--- config.mk ---
export PLATFORM = sky130hd
export DESIGN_NAME = hangman_controller
export DESIGN_NICKNAME = d
export VERILOG_FILES = /design/src/rtl/hangman_pkg.sv /design/src/rtl/hangman_display_mux.sv /design/src/rtl/hangman_controller.sv
export SDC_FILE = /design/constraint.sdc
export NUM_CORES = 1
export LEC_CHECK = 0
export ABC_AREA = 1
export BUFFER_PORTS_ARGS = -buffer_cell sky130_fd_sc_hd__buf_4
export CORE_MARGIN = 3
export CORE_UTILIZATION = 30
export CTS_BUF_LIST = sky130_fd_sc_hd__clkbuf_4
export DETAILED_ROUTE_END_ITERATION = 7
export PLACE_DENSITY = 0.58
export SETUP_SLACK_MARGIN = 0.1
export SKIP_CTS_REPAIR_TIMING = 1
export SYNTH_ARGS = -nofsm -noshare
export SYNTH_HDL_FRONTEND = slang
export SYNTH_SLANG_ARGS = --single-unit
--- constraint.sdc ---
create_clock -name clk -period 2.7 [get_ports clk]
set_input_delay 0.135 -clock clk [delete_from_list [all_inputs] [get_ports clk]]
set_output_delay 0.135 -clock clk [all_outputs]
set_load 0.02 [all_outputs]
--- src/rtl/hangman_pkg.sv ---
// Shared constants and FSM encoding for the hangman game controller.
package hangman_pkg;

  localparam int         WORD_LEN   = 7;
  localparam int         MAX_MISSES = 6;
  localparam logic [6:0] BLANK      = 7'h5F;

  typedef enum logic [2:0] {
    IDLE,
    READY,
    SCAN,
    UPDATE,
    WON,
    LOST
  } state_t;

endpackage

--- src/rtl/hangman_display_mux.sv ---
// Builds the visible word: revealed characters or BLANK, whole word once lost.
module hangman_display_mux #(
  parameter int         WORD_LEN = hangman_pkg::WORD_LEN,
  parameter logic [6:0] BLANK    = hangman_pkg::BLANK
) (
  input  logic [7*WORD_LEN-1:0] word,
  input  logic [WORD_LEN-1:0]   mask,
  input  logic                  lost,
  output logic [7*WORD_LEN-1:0] disp
);

  for (genvar i = 0; i < WORD_LEN; i++) begin : g_char
    assign disp[7*i +: 7] = (lost || mask[i]) ? word[7*i +: 7] : BLANK;
  end

endmodule

--- src/rtl/hangman_controller.sv ---
// Hangman game controller: one guess is scanned against the secret word one
// character per cycle, then scored in a single UPDATE cycle.
module hangman_controller
  import hangman_pkg::*;
#(
  parameter int         WORD_LEN   = hangman_pkg::WORD_LEN,
  parameter int         MAX_MISSES = hangman_pkg::MAX_MISSES,
  parameter logic [6:0] BLANK      = hangman_pkg::BLANK
) (
  input  logic                  clk,
  input  logic                  rst_n,
  input  logic                  new_game,
  input  logic [7*WORD_LEN-1:0] word_in,
  input  logic                  guess_valid,
  input  logic [6:0]            guess,
  output logic                  guess_ready,
  output logic [7*WORD_LEN-1:0] disp,
  output logic [2:0]            misses,
  output logic                  result_valid,
  output logic                  hit,
  output logic                  repeat_guess,
  output logic                  game_won,
  output logic                  game_lost
);

  localparam int IDX_W = (WORD_LEN > 1) ? $clog2(WORD_LEN) : 1;
  localparam logic [IDX_W-1:0] LAST_IDX  = IDX_W'(WORD_LEN - 1);
  localparam logic [2:0]       MISS_SAT  = 3'(MAX_MISSES);

  state_t                state_q, state_d;
  logic [7*WORD_LEN-1:0] word_q;
  logic [WORD_LEN-1:0]   mask_q;
  logic [IDX_W-1:0]      idx_q;
  logic [2:0]            misses_q;
  logic [6:0]            guess_q;
  logic                  hit_q;
  logic                  rep_q;

  logic [6:0] cur_char;
  logic       char_match;
  logic       miss;
  logic [2:0] misses_next;

  assign cur_char   = word_q[7*int'(idx_q) +: 7];
  assign char_match = (cur_char == guess_q);
  assign miss       = ~hit_q & ~rep_q;
  assign misses_next = (miss && (misses_q != MISS_SAT)) ? misses_q + 3'd1 : misses_q;

  always_ff @(posedge clk or negedge rst_n) begin
    if (!rst_n) begin
      state_q <= IDLE;
    end else begin
      state_q <= state_d;
    end
  end

  always_comb begin
    // NOTE: state_d gets its hold value before the case so no path leaves it unassigned (no latch).
    state_d = state_q;
    if (new_game) begin
      state_d = READY;
    end else begin
      unique case (state_q)
        IDLE:   state_d = IDLE;
        READY:  if (guess_valid) state_d = SCAN;
        SCAN:   if (idx_q == LAST_IDX) state_d = UPDATE;
        UPDATE: begin
          if (&mask_q)                       state_d = WON;
          else if (misses_next == MISS_SAT)  state_d = LOST;
          else                               state_d = READY;
        end
        WON:    state_d = WON;
        LOST:   state_d = LOST;
        default: state_d = IDLE;
      endcase
    end
  end

  // The word register is reset too, so disp is defined (all BLANK) out of reset.
  always_ff @(posedge clk or negedge rst_n) begin
    if (!rst_n) begin
      word_q   <= '0;
      mask_q   <= '0;
      idx_q    <= '0;
      misses_q <= '0;
      guess_q  <= '0;
      hit_q    <= 1'b0;
      rep_q    <= 1'b0;
    end else if (new_game) begin
      // NOTE: sequential state uses non-blocking assignments so every register sees pre-edge values.
      word_q   <= word_in;
      mask_q   <= '0;
      idx_q    <= '0;
      misses_q <= '0;
      hit_q    <= 1'b0;
      rep_q    <= 1'b0;
    end else begin
      unique case (state_q)
        READY: begin
          if (guess_valid) begin
            guess_q <= guess;
            idx_q   <= '0;
            hit_q   <= 1'b0;
            rep_q   <= 1'b0;
          end
        end
        SCAN: begin
          if (char_match) begin
            if (!mask_q[idx_q]) begin
              mask_q[idx_q] <= 1'b1;
              hit_q         <= 1'b1;
            end else begin
              rep_q <= 1'b1;
            end
          end
          if (idx_q != LAST_IDX) idx_q <= idx_q + 1'b1;
        end
        UPDATE:  misses_q <= misses_next;
        default: ;
      endcase
    end
  end

  // Handshake and result outputs are decoded from registered state only.
  assign guess_ready  = (state_q == READY);
  assign result_valid = (state_q == UPDATE);
  assign hit          = (state_q == UPDATE) & hit_q;
  assign repeat_guess = (state_q == UPDATE) & rep_q & ~hit_q;
  assign game_won     = (state_q == WON);
  assign game_lost    = (state_q == LOST);
  assign misses       = misses_q;

  hangman_display_mux #(
    .WORD_LEN (WORD_LEN),
    .BLANK    (BLANK)
  ) u_display_mux (
    .word (word_q),
    .mask (mask_q),
    .lost (state_q == LOST),
    .disp (disp)
  );

endmodule

==> flow_metrics.env <==
export IMPL_grt_overflow=0
export IMPL_ys_types=33
export IMPL_port_buffers=117
export IMPL_cp_required_ns=2.57
export IMPL_place_area_mm2=0.00509
export IMPL_clockRootBuffer="clkbuf_4"
export IMPL_total_power_uw=2740
export IMPL_wl_per_cell_um=14.4
export IMPL_start_util_pct=30.8
export IMPL_cts_buffer_depth=2
export IMPL_syn_inst=567
export IMPL_first_global_vias=3943
export IMPL_n_fill_cell=1401
export IMPL_whs_ns=0.145
export IMPL_yosysTopAreaCell="dfrtp_1"
export IMPL_grt_max_degree=75
export IMPL_syn_area_per_cell_um2=7.26
export IMPL_drt_wl_total_um=13200
export IMPL_maxSlewViolCount=0
export IMPL_grt_pass1_wl_um=19900
export IMPL_die_area_mm2=0.0152
export IMPL_die_y_um=123
export IMPL_yosysWarnings=0
export IMPL_io_pins=118
export IMPL_cts_tree="yes"
export IMPL_synth_seq_cells=74
export IMPL_vias=4202
export IMPL_drtPass1Iterations=5
export IMPL_startpoint_type="flip-flop"
export IMPL_ys_seq_area_share_pct=45.0
export IMPL_antenna_found_initial=0
export IMPL_numCtsBuffers=9
export IMPL_track_usage_pct=17.1
export IMPL_final_area_mm2=0.00578
export IMPL_synth_common_cells="nand2_1, inv_1, dfrtp_1, o21ai_0, nor2_1"
export IMPL_die_width_um=123
export IMPL_cts_sinks=74
export IMPL_areaGrowthSynthToFinish_pct=40.4
export IMPL_powerDensity_mw_per_mm2=474
export IMPL_finClkSkew_ns=0.0199
export IMPL_status="completed"
export IMPL_yosysMostFrequentCell="nand2_1"
export IMPL_clk_latency_ns=0.44
export IMPL_cellLeakagePower_uw=0.00291
export IMPL_crit_path_end_kind="output pin"
export IMPL_fmax_ghz=0.421
export IMPL_viasPerCell=4.60
export IMPL_antenna_left=0
export IMPL_hp_class="in -> reg"
export IMPL_drc=0
export IMPL_fp_row_count=42
export IMPL_drive_above_1_share_pct=21.0
export IMPL_crit_fanout=15
export IMPL_seq_area_mm2=0.00185
export IMPL_synthArstFlopShare_pct=100
export IMPL_drv_cap=0
export IMPL_dpl_hpwl_um=9620
export IMPL_ir_drop_uv=154
export IMPL_clkTransAtPathRegs_ns=0.13
export IMPL_worstMarginPinSlew_ns=0.965
export IMPL_drtIter0Drc=269
export IMPL_crit_type="reg -> out"
export IMPL_slew_headroom_pct=35.7
export IMPL_core_mm2=0.0133
export IMPL_crit_arrival_ns=2.24
export IMPL_yosys_area_top_type_share_pct=45.0
export IMPL_synth_edff_count=0
export IMPL_setup_viol=0
export IMPL_multiInputGateArea_mm2=0.00178
export IMPL_nets=796
export IMPL_fin_crit_ns=2.37
export IMPL_htreeDepth=3
export IMPL_syn_num_nets=631
export IMPL_gp_congestion=0.837
export IMPL_setup_tns_ns=0
export IMPL_grt_setup_unrepaired="no"
export IMPL_synth_flop_cell="dfrtp_1"
export IMPL_num_antenna_cells=0
export IMPL_period_share_pct=87.9
export IMPL_finalHoldViolations=0
export IMPL_synth_cell_area_mm2=0.00412
export IMPL_yosys_top_cells_area="dfrtp_1, nand2_1, inv_1"
export IMPL_final_util_pct=43.3
[sequential cells by signal, indices dropped and copies added (netlist names)]
register and count:
rep_q 1, guess_q 7, idx_q 3, mask_q 7, hit_q 1, misses 3
state_q 3, word_q 49
[layout make-up]
class                      instances  area share [%]
sequential                        74            32.1
timing repair buffer             177            25.5
multi-input combinational        381            30.8
clock buffer                       9            1.17
inverter                          89            5.78
clock inverter                     7           0.910
tap                              176            3.81
[critical path, stage by stage, from the launching register on]
cell     delay (ns)
dfrtp_1        0.44
inv_1          0.07
nor2_1         0.03
inv_1          0.09
nor2_1         0.06
inv_1          0.42
nand2_1        0.37
nand2_1        0.17
buf_4          0.15
[final timing paths]
kind	end	slack (ns)	cells after the start	from
setup / recovery	disp[38]	0.33	8	state_q[2]$_DFFE_PN0P_
hold / removal	state_q[2]$_DFFE_PN0P_	0.15	2	new_game
setup reg to reg	rep_q$_DFFE_PN0P_	0.34	12	idx_q[2]$_DFFE_PN0P_
hold reg to reg	guess_q[4]$_DFFE_PN0P_	0.55	2	guess_q[4]$_DFFE_PN0P_
max in group asynchronous	guess_q[4]$_DFFE_PN0P_	1.68	2	rst_n
min in group asynchronous	misses[0]$_DFFE_PN0P_	0.36	2	rst_n
[cells in the final DEF (no fill, tap or decap), drive strengths merged, types with 4 or more instances in the layout]
cell,synthesis,layout
a21oi,23,23
buf,11,120
clkbuf,12,9
dfrtp,74,74
dlygate4sd3,0,57
ha,4,4
inv,89,92
nand2,198,198
nand3,21,21
nand4,15,15
nor2,37,37
nor3,6,6
o21ai,60,60
o22ai,5,5
[logic make-up (layout without fill, tap and decap cells)]
kind of cell / count (synthesis) / after routing / share of synthesized area (%)
buffers and inverters: 112 / 282 / 11.8
XOR/XNOR: 2 / 2 / 0.426
multiplexers: 2 / 2 / 0.547
AND/OR/NAND/NOR: 279 / 279 / 28.7
adder cells (fa/ha/maj): 4 / 4 / 1.22
AO/OA/AOI/OAI: 94 / 94 / 12.3
flip-flops: 74 / 74 / 45.0
[report_power, final]
| part | internal, uW | switching [uW] | total [uW] |
|---|---|---|---|
| Combinational | 302 | 482 | 784 |
| Clock | 195 | 443 | 637 |
| Sequential | 1240 | 75.4 | 1320 |
[per-stage QoR]
stage	instances	setup WS, ns
final	913	0.326
after floorplan	567	0.830
after global routing	913	0.135
after CTS	856	0.305
after global placement	840	0.435
after detailed placement	840	0.371
[metal layers]
| layer | vias to the layer above | share of wire [%] | GRT usage, % |
|---|---|---|---|
| met2 | 133 | 49 | 28.0 |
| li1 | 2107 | - | - |
| met3 | 23 | 4.7 | 3.20 |
| met4 | 0 | 1.9 | 5.67 |
| met5 | - | 0 | 0 |
| met1 | 1939 | 45 | 22.8 |
Note: power is estimated with default switching activity, not from simulation.
